<file path="config.mk">
export PLATFORM = sky130hd
export DESIGN_NAME = ysyx_22050710_sram_arbiter
export DESIGN_NICKNAME = d
export VERILOG_FILES = /design/src/rtl/ysyx_22050710_sram_arbiter_pkg.sv /design/src/rtl/ysyx_22050710_id_fifo.sv /design/src/rtl/ysyx_22050710_sram_arbiter.sv
export SDC_FILE = /design/constraint.sdc
export NUM_CORES = 1
export LEC_CHECK = 0
export ABC_CLOCK_PERIOD_IN_PS = 4000
export CAP_MARGIN = 15
export CORE_AREA = 2 2 181 183
export DETAILED_ROUTE_END_ITERATION = 8
export DIE_AREA = 0 0 183 185
export PLACE_DENSITY = 0.49
export SETUP_SLACK_MARGIN = 0.2
export SYNTH_ARGS = -nofsm -noshare
export SYNTH_HDL_FRONTEND = slang
export SYNTH_HIERARCHICAL = 1
export SYNTH_SLANG_ARGS = --single-unit
export TNS_END_PERCENT = 1
</file>
<file path="constraint.sdc">
create_clock -name i_clk -period 4 [get_ports i_clk]
set_input_delay 0.8 -clock i_clk [delete_from_list [all_inputs] [get_ports i_clk]]
set_output_delay 0.8 -clock i_clk [all_outputs]
set_load 0.02 [all_outputs]
</file>
<file path="src/rtl/ysyx_22050710_sram_arbiter_pkg.sv">
// ============================================================================
// Module : ysyx_22050710_sram_arbiter_pkg
// Brief  : Shared arbitration-mode encodings and channel-id width helper.
// Rev    : 1.0
// ============================================================================
`default_nettype none

package ysyx_22050710_sram_arbiter_pkg;

  localparam int ARB_RR    = 0;
  localparam int ARB_FIXED = 1;

  function automatic int ch_id_wd(input int n_ch);
    return (n_ch > 1) ? $clog2(n_ch) : 1;
  endfunction

endpackage

`default_nettype wire

</file>
<file path="src/rtl/ysyx_22050710_id_fifo.sv">
// ============================================================================
// Module : ysyx_22050710_id_fifo
// Brief  : Small sync FIFO of channel ids; depth need not be a power of two.
// Rev    : 1.0
// ============================================================================
`default_nettype none

module ysyx_22050710_id_fifo #(
  parameter int WIDTH = 1,
  parameter int DEPTH = 4
) (
  input  logic                       i_clk,
  input  logic                       i_rst_n,
  input  logic                       i_push,
  input  logic [WIDTH-1:0]           i_push_id,
  input  logic                       i_pop,
  output logic                       o_full,
  output logic                       o_empty,
  output logic [$clog2(DEPTH+1)-1:0] o_count,
  output logic [WIDTH-1:0]           o_head
);

  localparam int CNT_WD = $clog2(DEPTH + 1);
  localparam int PTR_WD = (DEPTH > 1) ? $clog2(DEPTH) : 1;

  logic [WIDTH-1:0]  r_mem [DEPTH];
  logic [PTR_WD-1:0] r_wr_ptr;
  logic [PTR_WD-1:0] r_rd_ptr;
  logic [CNT_WD-1:0] r_count;
  logic              w_push;
  logic              w_pop;

  function automatic logic [PTR_WD-1:0] ptr_inc(input logic [PTR_WD-1:0] p);
    return (p == PTR_WD'(DEPTH - 1)) ? '0 : p + 1'b1;
  endfunction

  assign o_full  = (r_count == CNT_WD'(DEPTH));
  assign o_empty = (r_count == '0);
  assign o_count = r_count;
  assign o_head  = r_mem[r_rd_ptr];
  assign w_push  = i_push & ~o_full;
  assign w_pop   = i_pop & ~o_empty;

  always_ff @(posedge i_clk or negedge i_rst_n) begin
    if (!i_rst_n) begin
      r_wr_ptr <= '0;
      r_rd_ptr <= '0;
      r_count  <= '0;
    end else begin
      if (w_push) r_wr_ptr <= ptr_inc(r_wr_ptr);
      if (w_pop)  r_rd_ptr <= ptr_inc(r_rd_ptr);
      case ({w_push, w_pop})
        2'b10:   r_count <= r_count + 1'b1;
        2'b01:   r_count <= r_count - 1'b1;
        default: r_count <= r_count;
      endcase
    end
  end

  // Storage needs no reset: the head is only consumed while the count is non-zero.
  always_ff @(posedge i_clk) begin
    if (w_push) r_mem[r_wr_ptr] <= i_push_id;
  end

endmodule

`default_nettype wire

</file>
<file path="src/rtl/ysyx_22050710_sram_arbiter.sv">
// ============================================================================
// Module : ysyx_22050710_sram_arbiter
// Brief  : N-channel SRAM-like arbiter with in-order response routing.
// Rev    : 1.0
// ============================================================================
`default_nettype none

module ysyx_22050710_sram_arbiter
  import ysyx_22050710_sram_arbiter_pkg::*;
#(
  parameter int N_CH          = 2,
  parameter int SRAM_ADDR_WD  = 32,
  parameter int SRAM_WMASK_WD = 8,
  parameter int SRAM_DATA_WD  = 64,
  parameter int OUTSTANDING   = 4,
  parameter int ARB_MODE      = 0
) (
  input  logic                             i_clk,
  input  logic                             i_rst_n,
  input  logic [N_CH-1:0]                  i_m_req,
  input  logic [N_CH-1:0]                  i_m_op,
  input  logic [2*N_CH-1:0]                i_m_size,
  input  logic [N_CH*SRAM_ADDR_WD-1:0]     i_m_addr,
  input  logic [N_CH*SRAM_WMASK_WD-1:0]    i_m_wstrb,
  input  logic [N_CH*SRAM_DATA_WD-1:0]     i_m_wdata,
  output logic [N_CH-1:0]                  o_m_addr_ok,
  output logic [N_CH-1:0]                  o_m_data_ok,
  output logic [SRAM_DATA_WD-1:0]          o_m_rdata,
  output logic                             o_s_req,
  output logic                             o_s_op,
  output logic [1:0]                       o_s_size,
  output logic [SRAM_ADDR_WD-1:0]          o_s_addr,
  output logic [SRAM_WMASK_WD-1:0]         o_s_wstrb,
  output logic [SRAM_DATA_WD-1:0]          o_s_wdata,
  input  logic                             i_s_addr_ok,
  input  logic                             i_s_data_ok,
  input  logic [SRAM_DATA_WD-1:0]          i_s_rdata,
  output logic [$clog2(OUTSTANDING+1)-1:0] o_outstanding,
  output logic                             o_err_unexp
);

  localparam int CH_ID_WD = ch_id_wd(N_CH);
  localparam int CNT_WD   = $clog2(OUTSTANDING + 1);

  logic                r_locked;
  logic [CH_ID_WD-1:0] r_lock_ch;
  logic [CH_ID_WD-1:0] r_rr_ptr;
  logic                r_err;

  logic [CH_ID_WD-1:0] w_start;
  logic                w_grant_vld;
  logic [CH_ID_WD-1:0] w_grant_id;
  logic                w_s_req;
  logic                w_hs;
  logic                w_pop;
  logic                w_full;
  logic                w_empty;
  logic [CNT_WD-1:0]   w_count;
  logic [CH_ID_WD-1:0] w_head;

  assign w_start = (ARB_MODE == ARB_RR) ? r_rr_ptr : '0;

  // Scan from the lowest-priority offset downwards so the nearest requester wins.
  always_comb begin
    int idx;
    idx         = 0;
    w_grant_vld = 1'b0;
    w_grant_id  = '0;
    if (r_locked) begin
      w_grant_vld = 1'b1;
      w_grant_id  = r_lock_ch;
    end else begin
      for (int i = N_CH - 1; i >= 0; i--) begin
        idx = (int'(w_start) + i) % N_CH;
        if (i_m_req[idx]) begin
          w_grant_vld = 1'b1;
          w_grant_id  = CH_ID_WD'(idx);
        end
      end
    end
  end

  // Reset gates the request so nothing leaks to the slave while held in reset.
  assign w_s_req = i_rst_n & w_grant_vld & ~w_full;
  assign w_hs    = w_s_req & i_s_addr_ok;
  assign w_pop   = i_s_data_ok & ~w_empty;

  assign o_s_req     = w_s_req;
  assign o_s_op      = w_s_req & i_m_op[w_grant_id];
  assign o_s_size    = w_s_req ? i_m_size[int'(w_grant_id)*2 +: 2] : '0;
  assign o_s_addr    = w_s_req ? i_m_addr[int'(w_grant_id)*SRAM_ADDR_WD +: SRAM_ADDR_WD] : '0;
  assign o_s_wstrb   = w_s_req ? i_m_wstrb[int'(w_grant_id)*SRAM_WMASK_WD +: SRAM_WMASK_WD] : '0;
  assign o_s_wdata   = w_s_req ? i_m_wdata[int'(w_grant_id)*SRAM_DATA_WD +: SRAM_DATA_WD] : '0;
  assign o_m_addr_ok = w_hs ? (N_CH'(1) << w_grant_id) : '0;
  assign o_m_data_ok = w_pop ? (N_CH'(1) << w_head) : '0;
  assign o_m_rdata   = w_pop ? i_s_rdata : '0;
  assign o_outstanding = w_count;
  assign o_err_unexp   = r_err;

  always_ff @(posedge i_clk or negedge i_rst_n) begin
    if (!i_rst_n) begin
      r_locked  <= 1'b0;
      r_lock_ch <= '0;
      r_rr_ptr  <= '0;
      r_err     <= 1'b0;
    end else begin
      if (w_hs) begin
        r_locked <= 1'b0;
        r_rr_ptr <= (w_grant_id == CH_ID_WD'(N_CH - 1)) ? '0 : w_grant_id + 1'b1;
      end else if (w_s_req) begin
        r_locked  <= 1'b1;
        r_lock_ch <= w_grant_id;
      end
      if (i_s_data_ok && w_empty) r_err <= 1'b1;
    end
  end

  ysyx_22050710_id_fifo #(
    .WIDTH (CH_ID_WD),
    .DEPTH (OUTSTANDING)
  ) u_id_fifo (
    .i_clk     (i_clk),
    .i_rst_n   (i_rst_n),
    .i_push    (w_hs),
    .i_push_id (w_grant_id),
    .i_pop     (w_pop),
    .o_full    (w_full),
    .o_empty   (w_empty),
    .o_count   (w_count),
    .o_head    (w_head)
  );

endmodule

`default_nettype wire

</file>
== Word-level counts from Yosys, hierarchy flattened ==
Memories as Yosys holds them, arrays and structs flattened.
Cells that the tools add are included.

* Div/mod/pow operators: 0
* Shift operators: 6
* Multipliers: 0
* Add/subtract/negate cells: 6
* Equality and inequality tests: 5
* Reduce and logical (&&, ||, !) cells: 5
* Bitwise gates (word level): 11
* Order comparisons: 3
* Mux-type cells: 28

{| class="wikitable"
|+ Operators with widths
! kind !! count
|-
| $mux W64 || 2
|-
| $shiftx A128 B8 Y64 || 1
|-
| $shiftx A64 B7 Y32 || 1
|-
| $mux W32 || 1
|-
| $mux W1 || 18
|-
| $shiftx A16 B5 Y8 || 1
|-
| $mux W2 || 5
|-
| $mux W8 || 1
|-
| $and A1 B1 Y1 || 7
|-
| $eq A2 B2 Y1 const B || 3
|-
| $pmux W3 S2 || 1
|-
| $add A2 B1 Y2 const B || 2
|-
| $lt A1 B2 Y1 const B || 2
|-
| $reduce_bool A2 Y1 || 2
|-
| $shiftx A4 B3 Y2 || 1
|-
| $shl A1 B1 Y2 const A || 2
|-
| $add A3 B1 Y3 const B || 1
|-
| $eq A3 B3 Y1 const B || 1
|-
| $logic_not A3 Y1 || 1
|-
| $lt A2 B3 Y1 const B || 1
|-
| $not A1 Y1 || 3
|-
| $sub A3 B1 Y3 const B || 1
|-
| $add A1 B1 Y1 const B || 2
|-
| $eq A2 B1 Y1 const B || 1
|-
| 3 further kinds || 3
|}

* Memories kept: 1
* Logic and storage cells: 72
* Output and inout bits: 180
* Memory bits (writable): 4
* Memory bits (read-only): 0
* Flip-flop bits (word level): 11
* Latch bits: 0
* Input bits: 284

{| class="wikitable"
|+ Memory list
! memory !! words !! width !! rd ports !! clocked after Yosys merged registers in !! write ports !! line !! source
|-
| u_id_fifo.r_mem || 4 || 1 || 1 || 0 || 1 || ysyx_22050710_id_fifo.sv:26 || <nowiki>logic [WIDTH-1:0] r_mem [DEPTH];</nowiki>
|}

== Logic depth before layout (Yosys ltp) ==
Gate-level depths: netlist of the first run.

* Depth in word-level cells: 14
* Gate-level depth with buffers: 13
* Mapped depth without buffers: 12

== Cells and area by module ==
The synthesis of the first run kept the hierarchy.

{| class="wikitable"
|+ Modules (own cells, without submodules)
! module !! instances !! cells each !! seq. area each (sq um) !! area each (sq um)
|-
| ysyx_22050710_sram_arbiter || 1 || 481 || 100.1 || 3,898.7
|-
| ysyx_22050710_id_fifo || 1 || 45 || 295.3 || 629.4
|}

== Worst setup path after synthesis of the first run ==
No wires, ideal clock.

* Path kind: input -> output
* From: in i_rst_n
* To: out o_s_wdata[13]
* Arrival time: 1.915 ns
* Setup slack: 1.285 ns
* Path buffers: 3
* Required time: 3.200 ns
* Cell stages on the path: 6
* Cells stage by stage: nor2b_1 buf_4 buf_6 clkbuf_1 nand3_1 mux2i_1

* Word-level cells in the longest chain between the ends: 3

{| class="wikitable"
|+ RTL lines
! what !! line !! source
|-
| start, declared || ysyx_22050710_sram_arbiter.sv:19 || <nowiki>input logic i_rst_n,</nowiki>
|-
| $and A1 B1 Y1 (2 in series) || ysyx_22050710_sram_arbiter.sv:84 || <nowiki>assign w_s_req = i_rst_n & w_grant_vld & ~w_full;</nowiki>
|-
| $mux W64 || ysyx_22050710_sram_arbiter.sv:93 || <nowiki>assign o_s_wdata = w_s_req ? i_m_wdata[int'(w_grant_id)*SRAM_DATA_WD +: SRAM_DATA_WD] : '0;</nowiki>
|-
| end, declared || ysyx_22050710_sram_arbiter.sv:34 || <nowiki>output logic [SRAM_DATA_WD-1:0] o_s_wdata,</nowiki>
|}

Every way passes these cells.

== Worst setup path in the final report of the first run ==
* From: in i_m_req[0]
* To: out o_s_wdata[38]

* Word-level cells in the longest chain between the ends: 9
* Elaborated cells between the ends (all ways): 15
* Classes of those cells: shift (1); mux (12); bitwise (2)

{| class="wikitable"
|+ RTL lines
! what !! line !! source
|-
| start, declared || ysyx_22050710_sram_arbiter.sv:20 || <nowiki>input logic [N_CH-1:0] i_m_req,</nowiki>
|-
| parallel branches: the longest is 8 deep, another holds $shiftx A128 B8 Y64 || - ||
|-
| $mux W64 * || ysyx_22050710_sram_arbiter.sv:93 ||
|}

Every way passes the cells marked *. The select of a mux whose other input is x is not followed.

==> results of run 1 <==
critical path, delay by kind of cell:
family	cells	cell delay, ns
and+or+nand+nor	1	0.19
muxes	1	0.25
buffers and inverters	3	1.43
AOI/OAI and AO/OA	1	0.27
sequential cells by signal, indices dropped and copies added, names as in the netlist:
register	cells
o_err_unexp	1
r_locked	1
u_id_fifo/o_count	3
r_lock_ch	1
u_id_fifo/r_mem	4
u_id_fifo/r_wr_ptr	2
r_rr_ptr	1
u_id_fifo/r_rd_ptr	2
per-layer routing:
metal	up-vias	GRT usage	part of all wire
met5	-	0	0.00055
met3	10	0.03755	0.094
met4	2	0.01312	0.0060
met1	2497	0.1256	0.38
met2	268	0.2230	0.52
li1	2729	-	-
power by group:
group	switching [µW]	internal, µW
registers	66.1	224
logic	1670	1710
clock network	58.8	133
per-stage QoR:
stage | setup WS (ns) | power, µW | util | cells | hold WS, ns
2_1_floorplan | 1.285 | 2259 | - | 526 | 0.4683
3_3_place_gp | 0.1368 | 3711 | 0.2992 | 1363 | 0.4986
4_1_cts | 0.1621 | 3921 | 0.3019 | 1367 | 0.5168
5_1_grt | 0.01833 | 4105 | 0.3020 | 1367 | 0.5373
6_report | 0.2029 | 3860 | 0.3021 | 1368 | 0.5014
3_5_place_dp | 0.1641 | 3706 | 0.2992 | 1363 | 0.5051
worst paths after layout:
path	start	end	slack, ns	depth (start not counted)
worst min-delay path	o_err_unexp	o_err_unexp	0.50	1
worst min register to register	o_err_unexp	o_err_unexp	0.50	1
max in group asynchronous	i_rst_n	u_id_fifo/r_wr_ptr[0]	2.92	2
worst max-delay path	i_m_req[0]	o_s_wdata[38]	0.20	6
worst max register to register	u_id_fifo/o_count[0]	u_id_fifo/o_count[2]	1.28	13
min in group asynchronous	i_rst_n	u_id_fifo/r_wr_ptr[1]	0.91	2
synth_stat cells, drive strengths merged:
cell type  count
xnor2          1
o21a           1
inv           10
nor3b          1
mux2i        108
nand3        215
buf           47
fa             1
dfrtp         11
nand2b         3
nand2          3
clkbuf        21
ha             6
edfxtp         4
mux2           5
o31ai          2
and2          69
nor2b          5
xor2           2
o21ai          1
or3            1
nor2           5
nor3           2
a21o           1
mux4           1
cell type report:
cell class / instances / area, µm² / area share
antenna: 1 / 2.502 / 0.0002586
clock buffer: 3 / 75.07 / 0.007757
clock inverter: 1 / 5.005 / 0.0005171
inverter: 10 / 37.54 / 0.003878
multi-input combinational: 433 / 3508 / 0.3625
sequential: 15 / 395.4 / 0.04085
tap: 408 / 510.5 / 0.05275
timing repair buffer: 497 / 5144 / 0.5315
logic make-up (layout without fill, tap and decap cells):
logic type,Yosys count,count (layout),share of synthesized area
AND/OR/NAND/NOR,304,304,0.4755
multiplexers,114,114,0.2586
buffers and inverters,78,511,0.1440
flip-flops,15,15,0.08732
adder cells (fa/ha/maj),7,7,0.02100
AO/OA/AOI/OAI,5,5,0.007736
XOR/XNOR,3,3,0.005804
other,0,1,0
==> results by group, run 1 <==
Status
  – Status: finished clean

Worst setup path
  – Worst path slowest cell: clkdlybuf4s50_1
  – Critical path arrival: 3.00 ns
  – Worst-path cell chain: clkdlybuf4s50_1 -> nor2b_1 -> o21a_4 -> buf_16 -> mux2i_1 -> clkdlybuf4s50_1
  – Crit start category: input port
  – Crit path largest cell delay: between 0.6 and 0.7 ns
  – Top cell by count, worst path: clkdlybuf4s50_1
  – CP max FO: 36
  – Critical path class: in -> out
  – Critical Path RT: roughly 3.2 ns
  – Crit end category: output port

Floorplanning
  – Full die area: between 0.03 and 0.04 mm²
  – Initial Utilization: 0.1413
  – CORE AREA: about 0.032 mm²
  – Num ports: 464
  – Site Rows: 66
  – Die height: ~190 µm
  – Die X: ~180 µm

STA
  – Final Hold Fails: 0
  – Final setup skew: 0.005166 ns
  – Final setup viols: 0
  – Fin crit share: 0.9493
  – Fin Setup TNS: 0 ns
  – Slew margin rel.: 0.7057
  – Fmax: approximately 260 MHz
  – Worst Tran Pin Value: roughly 0.44 ns
  – RSZ-0062 raised after global routing: true
  – Tmin final: approximately 3.8 ns
  – Count of pins over their slew limit: 0

CTS
  – Clock buffer depth: 2
  – Post-cts gate resize count: 2
  – CTS Buf Count: 3
  – CTS tree: yes
  – Post-CTS Setup Inserts: 0
  – Clock Sinks: 15
  – Root Buffer: clkbuf_16
  – CTS Hold Buffers Added: 0
  – Clock Latency Late Sink: around 0.24 ns
  – H-Tree Level Count: 1
  – Clock slew at reported path FFs: ~0.050 ns

Drt
  – Drt drc: 0
  – Initial drt markers: between 100 and 150
  – Vias after detailed routing: between 5k and 6k
  – Routed wire length: between 20 and 25 mm
  – Vias per inst: 4.025
  – WL/cell: 15.90 µm
  – Antenna Nets Post-Route: 0
  – Drt first pass iters: 4

GRT
  – First-pass GRT wire length: a little over 30 mm
  – GRT Util Overall: 0.1155
  – Pin count of the biggest net entering global routing: 77
  – Initial antenna violation count: 2
  – Grt ovf: 0
  – Vias in the first global route: 5,343

Final layout
  – Final net count: between 1k and 1.5k
  – Layout cell share with drive strength beyond 1: 0.1668
  – Commonest non-fill, non-tap cell in the layout: clkdlybuf4s50_1
  – Fill cells: about 3.4k
  – Post-route cell area: roughly 0.0097 mm²
  – Syn-to-layout area delta: 113.7%
  – Most frequent cells in the layout: clkdlybuf4s50_1 (459), nand3_1 (114), mux2i_1 (108)

Synth
  – Yosys reg bits: 15
  – Syn_nets: a little over 800
  – Synth Area per Inst: ~8.6 µm²
  – Sequential cell area fraction in the yosys report: 0.08732
  – Area share of the largest cell type after synthesis: 0.2387
  – Top cells by area, synth: mux2i_1 (24%), nand3_2 (22%), nand3_1 (13%), and2_1 (9.0%), dfrtp_1 (6.1%)
  – Ys Warns: 6
  – Yosys top cell by area: mux2i_1
  – Syn Inst Count: about 530
  – Post-Syn Area: approximately 0.0045 mm²
  – Cell variety after synth: 36

Place
  – Placed Area: roughly 0.0096 mm²
  – GP Congestion: approximately 0.76
  – Port Buf Inserts: between 400 and 500
  – Hpwl dp: ~18 mm

Pwr
  – Leakage power: around 0.004 µW
  – Worst ir drop on vdd: 143.5 µV
  – Power per cell area: 398.8 mW/mm²

Min path
  – Hold Path Class: reg -> reg

Run
  – Maxcap violations: 0
Note: power is estimated with default switching activity, not from simulation.
==> run 2, diff against run 1 <==
Settings changed: CORE_AREA 2 2 181 183 to 2 2 178 180, DIE_AREA 0 0 183 185 to 0 0 180 182, PLACE_DENSITY 0.49 to 0.45, SYNTH_HIERARCHICAL 1 to default.
==> run 2 against run 1 <==
- non-clock buffer count decreased by 16
- sequential power fell by 4%
- clock-buffer cell count up 1
- synthesized cell count down 6.1%
- combinational power decreased by 6.2%
- core utilization down 4.2 points
- global-route usage decreased by 0.86 points
- maximum frequency up 1.1%
- first-iteration DRC count shrank 7.6%
==> results by group, run 2 <==
Min path
  – Min-Delay Endpoint: o_err_unexp (unchanged)
  – Hold Path Class: reg -> reg (unchanged)
  – Worst hold stages: 1 (unchanged)
  – Hold Path Origin: o_err_unexp (unchanged)

Drt
  – Antenna Nets Post-Route: 0 (unchanged)
  – Vias after detailed routing: 4,892 (was 5,506)
  – Routed wire length: 19.07 mm (was 21.75 mm)
  – Vias per inst: 3.653 (was 4.025)
  – Drt drc: 0 (unchanged)
  – WL/cell: 14.24 µm (was 15.90 µm)
  – Initial drt markers: 110 (was 119)
  – Drt first pass iters: 4 (unchanged)

Synth
  – Top cells by area, synth: nand2_1 (29%), a21oi_1 (17%), and2_1 (14%), dfrtp_1 (9.7%), buf_6 (5.2%) (was mux2i_1 (24%), nand3_2 (22%), nand3_1 (13%), and2_1 (9.0%), dfrtp_1 (6.1%))
  – Cell variety after synth: 32 (was 36)
  – Post-Syn Area: 0.002841 mm² (was 0.004528 mm²)
  – Sequential cell area fraction in the yosys report: 0.1391 (was 0.08732)
  – Post-synth ARST share: 0.7333 (unchanged)
  – Synth top cells by count: nand2_1 (218), a21oi_1 (98), and2_1 (65), buf_6 (13), buf_2 (12) (was nand3_1 (114), mux2i_1 (108), nand3_2 (101), and2_1 (65), clkbuf_1 (21))
  – Syn Inst Count: 494 (was 526)
  – Most used DFF post-synth: dfrtp_1 (unchanged)
  – Syn_nets: 785 (was 817)
  – Post-synth EDFFs: 4 (unchanged)
  – Yosys reg bits: 15 (unchanged)
  – Yosys top cell by area: nand2_1 (was mux2i_1)
  – Synth Area per Inst: 5.752 µm² (was 8.609 µm²)
  – Area share of the largest cell type after synthesis: 0.2880 (was 0.2387)
  – Count leader, synth: nand2_1 (was nand3_1)
  – Ys Warns: 0 (was 6)

STA
  – Worst Tran Pin Value: 0.3382 ns (was 0.4415 ns)
  – Fin crit share: 0.9391 (was 0.9493)
  – Final setup viols: 0 (unchanged)
  – Fin Setup TNS: 0 ns (unchanged)
  – Fmax: 266.2 MHz (was 263.4 MHz)
  – Count of pins over their slew limit: 0 (unchanged)
  – Slew margin rel.: 0.7738 (was 0.7057)
  – Final Hold Fails: 0 (unchanged)
  – Final setup skew: 0.005032 ns (was 0.005166 ns)
  – Tmin final: 3.757 ns (was 3.797 ns)
  – RSZ-0062 raised after global routing: true (unchanged)

GRT
  – Pin count of the biggest net entering global routing: 50 (was 77)
  – GRT Util Overall: 0.1069 (was 0.1155)
  – Initial antenna violation count: 0 (was 2)
  – Vias in the first global route: 4,908 (was 5,343)
  – First-pass GRT wire length: 28.04 mm (was 30.95 mm)
  – Grt ovf: 0 (unchanged)

CTS
  – CTS tree: yes (unchanged)
  – Clock Sinks: 15 (unchanged)
  – Clock Latency Late Sink: 0.24 ns (about the same)
  – Clock slew at reported path FFs: 0.05 ns (about the same)
  – CTS Buf Count: 3 (unchanged)
  – Clock buffer depth: 2 (unchanged)
  – Root Buffer: clkbuf_16 (unchanged)
  – H-Tree Level Count: 1 (unchanged)

Floorplanning
  – Num ports: 464 (unchanged)
  – Full die area: 0.03276 mm² (was 0.03386 mm²)
  – Die X: 180 µm (was 183 µm)
  – Site Rows: 65 (was 66)
  – CORE AREA: 0.03099 mm² (was 0.03204 mm²)
  – Die height: 182 µm (was 185 µm)
  – Initial Utilization: 0.09170 (was 0.1413)

Final layout
  – Most frequent cells in the layout: clkdlybuf4s50_1 (461), nand2_1 (218), a21oi_1 (98) (was clkdlybuf4s50_1 (459), nand3_1 (114), mux2i_1 (108))
  – Post-route insts no fill: 1,339 (was 1,368)
  – Biggest register: u_id_fifo.r_mem (was u_id_fifo/r_mem)
  – Antenna cell count: 0 (was 1)
  – Syn-to-layout area delta: 183.4% (was 113.7%)
  – Core Util, Final: 0.2598 (was 0.3021)
  – Commonest non-fill, non-tap cell in the layout: clkdlybuf4s50_1 (unchanged)
  – Final net count: 1,229 (was 1,251)
  – Layout cell share with drive strength beyond 1: 0.04055 (was 0.1668)
  – Max reg flops: 4 (unchanged)

Pwr
  – Leakage power: 0.003137 µW (was 0.003949 µW)
  – Tot Pwr: 3640 µW (was 3860 µW)
  – Power per cell area: 452.1 mW/mm² (was 398.8 mW/mm²)
  – Worst ir drop on vdd: 206.5 µV (was 143.5 µV)

Run
  – Maxcap violations: 0 (unchanged)

Place
  – GP Congestion: 0.7820 (was 0.7579)
  – Port Buf Inserts: 463 (unchanged)
  – Hpwl dp: 15.87 mm (was 18.18 mm)
  – # placed instances: 1,335 (was 1,363)

Worst setup path
  – R2r startpoint: u_id_fifo.o_count[0] (was u_id_fifo/o_count[0])
  – Crit end category: output port (unchanged)
  – Worst r2r dst: u_id_fifo.o_count[2] (was u_id_fifo/o_count[2])
  – Crit start category: input port (unchanged)
  – Critical path arrival: 2.96 ns (was 3.00 ns)
  – Critical Path RT: 3.20 ns (about the same)
  – Reg2reg path depth: 9 (was 13)
  – Reg2reg setup slack: 1.69 ns (was 1.28 ns)
  – CP max FO: 36 (unchanged)
  – Critical path class: in -> out (unchanged)

Status
  – Status: finished clean (unchanged)
==> run 2: cell families after synthesis <==
logic type | after synthesis | synth area share
and+or+nand+nor | 302 | 0.4716
AOI/OAI and AO/OA | 113 | 0.2162
buffers and inverters | 50 | 0.1110
DFF | 15 | 0.1391
adders and majority gates | 7 | 0.03347
muxes | 4 | 0.01937
xor gates and xnor gates | 3 | 0.009249
==> run 2: metal layers <==
metal  GRT usage  share of wire
met5           0              0
met4     0.01398         0.0069
met1      0.1156           0.37
met2      0.2136           0.55
met3     0.02487          0.079
==> run 2: final cells by class <==
type                            count  area, µm²
Fill cell                        3374      22930
Timing Repair Buffer              481       4896
Multi-Input combinational cell    429       2146
Tap cell                          402      503.0
Sequential cell                    15      395.4
Clock buffer                        4      78.83
Inverter                            8      32.53
==> run 2: worst max path at each step <==
stage                     depth (start not counted)      endpoint  slack, ns       start
final                                             8  o_s_addr[26]       0.24  i_m_req[0]
after global routing                              8  o_s_addr[26]       0.12  i_m_req[0]
after CTS                                         8  o_s_addr[26]       0.20  i_m_req[0]
after detailed placement                          8   o_s_addr[9]       0.16  i_m_req[0]
after global placement                            8   o_s_addr[9]       0.16  i_m_req[0]
after floorplan                                   8  o_s_addr[10]       1.23  i_m_req[0]
==> run 2: repair_timing <==
action                                 in CTS  in global routing
setup endpoints to repair                   1                 62
hold buffers                                0                  0
gates resized for setup                     1                  1
pin swaps                                   0                  0
endpoints found under the hold margin       0                  0
setup buffers                               0                  0
==> run 2: per-stage QoR <==
step,hold WS [ns],setup WS [ns],instance area (µm²)
after detailed placement,0.4476,0.1553,7971
after global placement,0.4469,0.1628,7971
final,0.4552,0.2434,8051
after CTS,0.4585,0.2028,8049
after floorplan,0.4504,1.228,2841
after global routing,0.4920,0.1151,8051
==> run 2: critical path: stages <==
cell	delay, ns
clkdlybuf4s50_1	0.47
nor2b_1	0.16
o21a_4	0.18
buf_12	0.21
buf_12	0.21
nand2_1	0.07
a21oi_1	0.16
clkdlybuf4s50_1	0.64
==> run 2: where the power goes <==
part           leakage (µW)  switching [µW]  internal [µW]
sequential         0.000165            54.7            225
combinational       0.00293            1680           1490
clock             0.0000382            58.7            135
